===== config.mk =====
export PLATFORM = sky130hd
export DESIGN_NAME = uart_rx_ovs_flat
export DESIGN_NICKNAME = d
export VERILOG_FILES = /design/src/rtl/uart_rx_ovs_if.sv /design/src/rtl/uart_rx_ovs.sv /design/src/flat_wrapper.sv
export SDC_FILE = /design/constraint.sdc
export NUM_CORES = 1
export LEC_CHECK = 0
export CORE_UTILIZATION = 40
export DETAILED_ROUTE_END_ITERATION = 16
export GPL_TIMING_DRIVEN = 0
export PLACE_DENSITY = 0.67
export SKIP_LAST_GASP = 1
export SLEW_MARGIN = 20
export SYNTH_ARGS = -nofsm -noshare
export SYNTH_HDL_FRONTEND = slang
export SYNTH_SLANG_ARGS = --single-unit

===== constraint.sdc =====
create_clock -name i_clock -period 2.35 [get_ports i_clock]
set_input_delay 0.705 -clock i_clock [delete_from_list [all_inputs] [get_ports i_clock]]
set_output_delay 0.705 -clock i_clock [all_outputs]
set_load 0.01 [all_outputs]

===== src/rtl/uart_rx_ovs_if.sv =====
// Output side of the oversampling UART receiver: received word, error flags
// and the single-entry valid/ready handshake toward the consumer.
interface uart_rx_ovs_if #(
  parameter int N_DATA = 8
);
  logic [N_DATA-1:0] o_data;
  logic              o_valid;
  logic              i_ready;
  logic              o_parity_err;
  logic              o_frame_err;
  logic              o_break;
  logic              o_overrun;

  modport master (
    output o_data, o_valid, o_parity_err, o_frame_err, o_break, o_overrun,
    input  i_ready
  );

  modport slave (
    input  o_data, o_valid, o_parity_err, o_frame_err, o_break, o_overrun,
    output i_ready
  );
endinterface


===== src/rtl/uart_rx_ovs.sv =====
// Oversampling UART receiver: 3-sample majority vote per bit, false-start
// rejection, runtime frame format, and a single-entry output register.
module uart_rx_ovs #(
  parameter int N_DATA     = 8,
  parameter int OVERSAMPLE = 16,
  parameter int NB_TICK    = 4,
  parameter int NB_BITCNT  = 4
) (
  input  logic         i_clock,
  input  logic         i_reset,
  input  logic         i_tick,
  input  logic         i_rx,
  input  logic [3:0]   i_cfg_nbits,
  input  logic [1:0]   i_cfg_parity,
  input  logic         i_cfg_stop2,
  uart_rx_ovs_if.master rx_out
);

  localparam int H = OVERSAMPLE / 2;
  localparam logic [NB_TICK-1:0] T_S0  = NB_TICK'(H - 1);
  localparam logic [NB_TICK-1:0] T_S1  = NB_TICK'(H);
  localparam logic [NB_TICK-1:0] T_DEC = NB_TICK'(H + 1);
  localparam logic [NB_TICK-1:0] T_END = NB_TICK'(OVERSAMPLE - 1);

  typedef enum logic [2:0] {
    S_IDLE, S_START, S_DATA, S_PARITY, S_STOP, S_BREAK
  } state_t;

  state_t                state, state_nxt;
  logic                  rx_meta, rx_s;
  logic [NB_TICK-1:0]    tick_cnt;
  logic [NB_BITCNT-1:0]  bit_cnt;
  logic                  samp_a, samp_b;
  logic [N_DATA-1:0]     shreg;
  logic [NB_BITCNT-1:0]  nbits_q;
  logic                  par_en_q, par_odd_q, stop2_q;
  logic                  perr_q, ferr_q, pbit_q;

  logic                  decide, end_bit, bit_val, last_stop, frame_err_now;
  logic                  complete;
  logic [NB_BITCNT-1:0]  nbits_cfg;

  // NOTE: the synchronizer resets to 1 so a reset never looks like a start bit.
  always_ff @(posedge i_clock or negedge i_reset) begin
    if (!i_reset) begin
      rx_meta <= 1'b1;
      rx_s    <= 1'b1;
    end else begin
      rx_meta <= i_rx;
      rx_s    <= rx_meta;
    end
  end

  assign decide        = i_tick && (tick_cnt == T_DEC);
  assign end_bit       = i_tick && (tick_cnt == T_END);
  assign bit_val       = (samp_a & samp_b) | (samp_a & rx_s) | (samp_b & rx_s);
  assign last_stop     = !stop2_q || (bit_cnt == NB_BITCNT'(1));
  assign frame_err_now = ferr_q | ~bit_val;
  assign nbits_cfg     = (i_cfg_nbits < 4'd5 || i_cfg_nbits > 4'(N_DATA))
                         ? NB_BITCNT'(N_DATA) : NB_BITCNT'(i_cfg_nbits);

  always_ff @(posedge i_clock or negedge i_reset) begin
    if (!i_reset) state <= S_IDLE;
    else          state <= state_nxt;
  end

  // NOTE: every output of this block is given a default first so no latch is inferred.
  always_comb begin
    state_nxt = state;
    complete  = 1'b0;
    unique case (state)
      S_IDLE:   if (i_tick && !rx_s) state_nxt = S_START;
      S_START: begin
        if (decide && bit_val) state_nxt = S_IDLE;
        else if (end_bit)      state_nxt = S_DATA;
      end
      S_DATA:
        if (end_bit && (bit_cnt == nbits_q - NB_BITCNT'(1)))
          state_nxt = par_en_q ? S_PARITY : S_STOP;
      S_PARITY: if (end_bit) state_nxt = S_STOP;
      S_STOP: begin
        if (decide && last_stop) begin
          complete  = 1'b1;
          state_nxt = frame_err_now ? S_BREAK : S_IDLE;
        end
      end
      S_BREAK:  if (i_tick && rx_s) state_nxt = S_IDLE;
      default:  state_nxt = S_IDLE;
    endcase
  end

  // NOTE: sequential state uses non-blocking assignments only, so every
  // register in this block sees the pre-edge values of its neighbours.
  always_ff @(posedge i_clock or negedge i_reset) begin
    if (!i_reset) begin
      tick_cnt  <= '0;
      bit_cnt   <= '0;
      samp_a    <= 1'b1;
      samp_b    <= 1'b1;
      shreg     <= '0;
      nbits_q   <= NB_BITCNT'(N_DATA);
      par_en_q  <= 1'b0;
      par_odd_q <= 1'b0;
      stop2_q   <= 1'b0;
      perr_q    <= 1'b0;
      ferr_q    <= 1'b0;
      pbit_q    <= 1'b0;
    end else if (i_tick) begin
      if (state == S_IDLE || state == S_BREAK ||
          state_nxt == S_IDLE || state_nxt == S_BREAK || tick_cnt == T_END)
        tick_cnt <= '0;
      else
        tick_cnt <= tick_cnt + 1'b1;

      if (state_nxt != state)
        bit_cnt <= '0;
      else if (end_bit && (state == S_DATA || state == S_STOP))
        bit_cnt <= bit_cnt + 1'b1;

      if (tick_cnt == T_S0) samp_a <= rx_s;
      if (tick_cnt == T_S1) samp_b <= rx_s;

      unique case (state)
        S_IDLE: begin
          if (state_nxt == S_START) begin
            shreg  <= '0;
            perr_q <= 1'b0;
            ferr_q <= 1'b0;
            pbit_q <= 1'b0;
          end
        end
        S_START: begin
          // Frame format is frozen once a genuine start bit has been confirmed.
          if (decide && !bit_val) begin
            nbits_q   <= nbits_cfg;
            par_en_q  <= (i_cfg_parity == 2'b01) || (i_cfg_parity == 2'b10);
            par_odd_q <= (i_cfg_parity == 2'b10);
            stop2_q   <= i_cfg_stop2;
          end
        end
        S_DATA: begin
          if (decide)
            for (int i = 0; i < N_DATA; i++)
              if (bit_cnt == NB_BITCNT'(i)) shreg[i] <= bit_val;
        end
        S_PARITY: begin
          if (decide) begin
            pbit_q <= bit_val;
            perr_q <= (^shreg) ^ bit_val ^ par_odd_q;
          end
        end
        S_STOP: if (decide && !bit_val) ferr_q <= 1'b1;
        default: ;
      endcase
    end
  end

  // Output register: a completing frame may replace a word being accepted in
  // the same cycle; otherwise it is dropped and flagged as an overrun.
  always_ff @(posedge i_clock or negedge i_reset) begin
    if (!i_reset) begin
      rx_out.o_data       <= '0;
      rx_out.o_valid      <= 1'b0;
      rx_out.o_parity_err <= 1'b0;
      rx_out.o_frame_err  <= 1'b0;
      rx_out.o_break      <= 1'b0;
      rx_out.o_overrun    <= 1'b0;
    end else begin
      rx_out.o_overrun <= 1'b0;
      if (complete) begin
        if (!rx_out.o_valid || rx_out.i_ready) begin
          rx_out.o_data       <= shreg;
          rx_out.o_valid      <= 1'b1;
          rx_out.o_parity_err <= perr_q;
          rx_out.o_frame_err  <= frame_err_now;
          rx_out.o_break      <= frame_err_now && (shreg == '0) && !pbit_q;
        end else begin
          rx_out.o_overrun <= 1'b1;
        end
      end else if (rx_out.o_valid && rx_out.i_ready) begin
        rx_out.o_valid <= 1'b0;
      end
    end
  end

endmodule


===== src/flat_wrapper.sv =====
// flat-port wrapper written by rule: the top's interface ports become plain ports
module uart_rx_ovs_flat 
#(
  parameter int N_DATA     = 8,
  parameter int OVERSAMPLE = 16,
  parameter int NB_TICK    = 4,
  parameter int NB_BITCNT  = 4
)
  (i_clock, i_reset, i_tick, i_rx, i_cfg_nbits, i_cfg_parity, i_cfg_stop2, rx_out_o_data, rx_out_o_valid, rx_out_o_parity_err, rx_out_o_frame_err, rx_out_o_break, rx_out_o_overrun, rx_out_i_ready);
  uart_rx_ovs_if #(.N_DATA(N_DATA)) rx_out_i ();
  input  logic i_clock;
  input  logic i_reset;
  input  logic i_tick;
  input  logic i_rx;
  input  logic [3:0] i_cfg_nbits;
  input  logic [1:0] i_cfg_parity;
  input  logic i_cfg_stop2;
  output wire logic [$bits(rx_out_i.o_data)-1:0] rx_out_o_data;
  output wire logic [$bits(rx_out_i.o_valid)-1:0] rx_out_o_valid;
  output wire logic [$bits(rx_out_i.o_parity_err)-1:0] rx_out_o_parity_err;
  output wire logic [$bits(rx_out_i.o_frame_err)-1:0] rx_out_o_frame_err;
  output wire logic [$bits(rx_out_i.o_break)-1:0] rx_out_o_break;
  output wire logic [$bits(rx_out_i.o_overrun)-1:0] rx_out_o_overrun;
  input wire logic [$bits(rx_out_i.i_ready)-1:0] rx_out_i_ready;
  assign rx_out_o_data = rx_out_i.o_data;
  assign rx_out_o_valid = rx_out_i.o_valid;
  assign rx_out_o_parity_err = rx_out_i.o_parity_err;
  assign rx_out_o_frame_err = rx_out_i.o_frame_err;
  assign rx_out_o_break = rx_out_i.o_break;
  assign rx_out_o_overrun = rx_out_i.o_overrun;
  assign rx_out_i.i_ready = rx_out_i_ready;
  uart_rx_ovs #(.N_DATA(N_DATA), .OVERSAMPLE(OVERSAMPLE), .NB_TICK(NB_TICK), .NB_BITCNT(NB_BITCNT)) u_core (.i_clock(i_clock), .i_reset(i_reset), .i_tick(i_tick), .i_rx(i_rx), .i_cfg_nbits(i_cfg_nbits), .i_cfg_parity(i_cfg_parity), .i_cfg_stop2(i_cfg_stop2), .rx_out(rx_out_i));
endmodule

==> qor.csv <==
stage,metric,value,unit
placement,placed wire-length estimate,3.97,mm
placement,Placer Congestion,0.856,
global_routing,initial antenna violation count,0,
worst_setup_path,Register-to-Register Path Depth,9,
route,"antenna viol nets, final",0,
power,post-route total power,2750,uW
sta,Worst Slack Setup Final,-40.4,ps
clock_tree,total CTS buffers,5,
global_routing,global-route wire length before repair,9.57,mm
placement,number of placed cells counting well taps,381,
layout,"Net count, final",354,
die,Row Count,29,
global_routing,total global routing track utilization,17.1,%
worst_setup_path,source of the worst register-to-register timing path,u_core.tick_cnt[0],
synthesis,unique cell type count in the Yosys netlist,58,
route,DRT iter0 DRCs,100,
sta,Tightest Pin Transition,603,ps
route,aggregate routed wire length,5.89,mm
clock_tree,number of clock sinks seen by CTS,46,
route,final routed DRC violation total,0,
sta,Max Clk Rate,418,MHz
layout,post-route core utilization,55.3,%
synthesis,commonest register cell after synthesis,sky130_fd_sc_hd__dfrtp_1,
worst_setup_path,worst-path cell chain,"ha_4, and4b_2, a2111oi_4, nor3_2, a2bb2oi_2, a311oi_2, buf_4, nand2_4, o311ai_2",
route,via count,2163,
route,mean routed wirelength per cell,14.5,um
placement,instance area after placement,3030,um2
global_routing,maximum number of pins on one net before global-route repair,26,
power,static power due to leakage,0.00142,uW
hold_path,class of the tightest hold or removal check,input port to async pin,
layout,Final Non-Filler Cells,407,
synthesis,top-area cell type share of the netlist area,38.5,%
synthesis,largest cells by area after synthesis,"sky130_fd_sc_hd__dfrtp_1 38%, sky130_fd_sc_hd__nand2_1 6.5%, sky130_fd_sc_hd__ha_1 6.1%, sky130_fd_sc_hd__dfstp_2 4.9%, sky130_fd_sc_hd__o21ai_0 3.2%",
worst_setup_path,Critical Path Fanout Max,5,
synthesis,Async SR Flop Fraction,100,%
die,Die Y-Extent,83.7,um
run_status,outcome,"finished, violations left",
clock_tree,"Hold-fix buffers, CTS",0,
die,number of I/O pins,25,
sta,minimum period implied by the final worst setup slack,2390,ps
global_routing,total overflow reported by the global router,0,
synthesis,number of warnings reported in the yosys synthesis log,0,
clock_tree,maximum buffer depth of the clock tree,2,
layout,Fillers,552,
synthesis,nets in the synthesized netlist,304,
worst_setup_path,worst setup slack for register-to-register paths,-40,ps
power,worst-case vdd ir drop,0.404,mV
worst_setup_path,buffer and inverter count on the worst path,1,
placement,PortBufs,24,
layout,post-route cell area,3530,um2
layout,area of the multi-input gates,1610,um2
clock_tree,root buffer cell,sky130_fd_sc_hd__clkbuf_8,
sta,RSZ-0062 raised after global routing,true,
power,total power density per cell area,781,nW/um2
synthesis,flip-flop and latch count after synthesis,46,
die,initial standard-cell utilization of the core,41.8,%
layout,FF+latch area,1160,um2
worst_setup_path,crit path max-delay cell type,sky130_fd_sc_hd__a2111oi_4,
sta,final setup skew,9.23,ps
route,detailed-routing iteration count for the pre-antenna-repair pass,4,
layout,Inserted Diodes,0,
route,mean number of vias per cell,5.31,
worst_setup_path,reg2reg end,u_core.bit_cnt[2],
sta,number of max-slew violations in the final report,0,
synthesis,library cell with the largest summed area after synthesis,sky130_fd_sc_hd__dfrtp_1,
layout,Area Growth Syn to Fin,32.3,%
sta,Relative slew margins,59.8,%
worst_setup_path,critical path start-end classification,register to register,
synthesis,Post-Synthesis Cell Area,2670,um2
layout,share of final-layout standard cells stronger than drive strength 1,27.6,%
worst_setup_path,startpoint types,register,
sta,final hold vios,0,
synthesis,sequential element share of the synthesized area,43.4,%
sta,Setup Viol. Count Final,5,
global_routing,number of global-route vias before repair,2039,
sta,Hold Worst Slack,370,ps
die,core outline area,6390,um2
clock_tree,"CTS clk-pin slew, worst paths",90,ps
sta,post-route fraction of the period consumed by the critical path,102,%
layout,most used cells in the layout excluding fill and tap cells,"45 x sky130_fd_sc_hd__nand2_1, 39 x sky130_fd_sc_hd__dfrtp_1, 22 x sky130_fd_sc_hd__clkdlybuf4s50_1",
synthesis,mean cell area of the mapped netlist,9.56,um2
clock_tree,latest clock arrival within the worst-skew pair,310,ps
clock_tree,H-tree level count,2,
worst_setup_path,family with the most delay on the worst path,compound AO/OA/AOI/OAI gates,
layout,"most common cell after layout, fill and taps aside",sky130_fd_sc_hd__nand2_1,
clock_tree,clock tree from TritonCTS,done,
synthesis,count of flip-flops with a built-in enable after synthesis,0,
run,Max-cap violations,0,
run_status,failing checks,setup timing,
die,Die X-Extent,83.7,um
worst_setup_path,critical path capture point type,register,
die,Die Area,7000,um2
synthesis,number of standard cells after synthesis,279,
worst_setup_path,worst path arrival time,2610,ps
worst_setup_path,critical path's largest stage delay,480,ps
worst_setup_path,required time at the endpoint of the critical path,2570,ps
sequential cells by signal, summed over array words and instances, names as in the netlist, 3 cells and up:
register,cells
u_core.nbits_q,4
u_core.tick_cnt,4
u_core.rx_out.o_data,8
u_core.shreg,8
u_core.bit_cnt,4
u_core.state,3
area by class of cell:
| class | count | share of cell area (%) |
|---|---|---|
| plain buffers | 12 | 1.91 |
| flip-flops and latches | 46 | 32.9 |
| well taps | 77 | 2.73 |
| repair buffers | 43 | 11.3 |
| clock buffers | 5 | 1.95 |
| clock inverters | 3 | 1.28 |
| inverters | 21 | 2.23 |
| multi-input cells | 200 | 45.7 |
what timing repair did:
item / in CTS / in global routing
endpoints found under the setup margin: 22 / 20
gates resized for setup: 24 / 33
pin swaps: 19 / 22
setup buffers: 10 / 8
cell families (layout without fill, tap and decap cells):
family | Yosys count | count (layout) | synth area share (%)
buf+inv | 33 | 84 | 5.11
mux | 6 | 6 | 2.53
fa+ha+maj | 14 | 14 | 6.61
simple gates | 108 | 108 | 22.2
flops | 46 | 46 | 43.4
compound gates | 59 | 59 | 15.9
xor+xnor | 13 | 13 | 4.27
where the power goes:
part           total [uW]  internal [uW]  leakage, uW  switching, uW
sequential           1060            936     0.000592            129
combinational        1080            515     0.000774            569
clock                 605            316    0.0000504            289
worst register-to-register path, delay by kind of cell, from the launching register on:
family / cells / cell delay [ps]
adder cells (fa/ha/maj): 1 / 170
AND/OR/NAND/NOR: 3 / 410
flip-flops: 1 / 450
AO/OA/AOI/OAI: 4 / 1070
buffers and inverters: 1 / 190
how the worst max path moves through the flow:
stage                             from                 end  slack (ps)  depth (start not counted)
detailed placement              i_tick  u_core.tick_cnt[0]        -870                          9
floorplan                       i_tick     u_core.shreg[7]         -30                          7
global route        u_core.tick_cnt[0]   u_core.bit_cnt[2]        -160                          9
CTS                 u_core.tick_cnt[1]     u_core.shreg[7]         -80                          9
global placement                i_tick  u_core.tick_cnt[0]        -870                          9
finish              u_core.tick_cnt[0]   u_core.bit_cnt[2]         -40                          9
cells in the mapped netlist, drive strengths merged (3+ instances only):
cell,number
nand4,4
nand3,10
a22o,7
dfrtp,41
buf,7
clkbuf,5
nor3,6
nor4,4
xor2,6
nor2,10
ha,13
o31ai,3
a21oi,8
nand2,46
inv,21
xnor2,7
o211ai,3
o21ai,18
nor2b,6
or3b,3
mux2,6
nand4b,3
dfstp,5
nand2b,6
routing by layer:
layer / global-route usage [%] / wire [um]
met2: 28.8 / 2930
met5: 0 / 0
met1: 22.2 / 2640
met4: 5.55 / 95
met3: 2.97 / 226
through the flow:
stage	worst slack, ps	setup TNS [ps]
2_1_floorplan	-26.1	-89.4
3_3_place_gp	-867	-45050
3_5_place_dp	-871	-17650
4_1_cts	-80.1	-418
5_1_grt	-155	-1470
6_report	-40.4	-93.4
(Power assumes the default switching activity.)
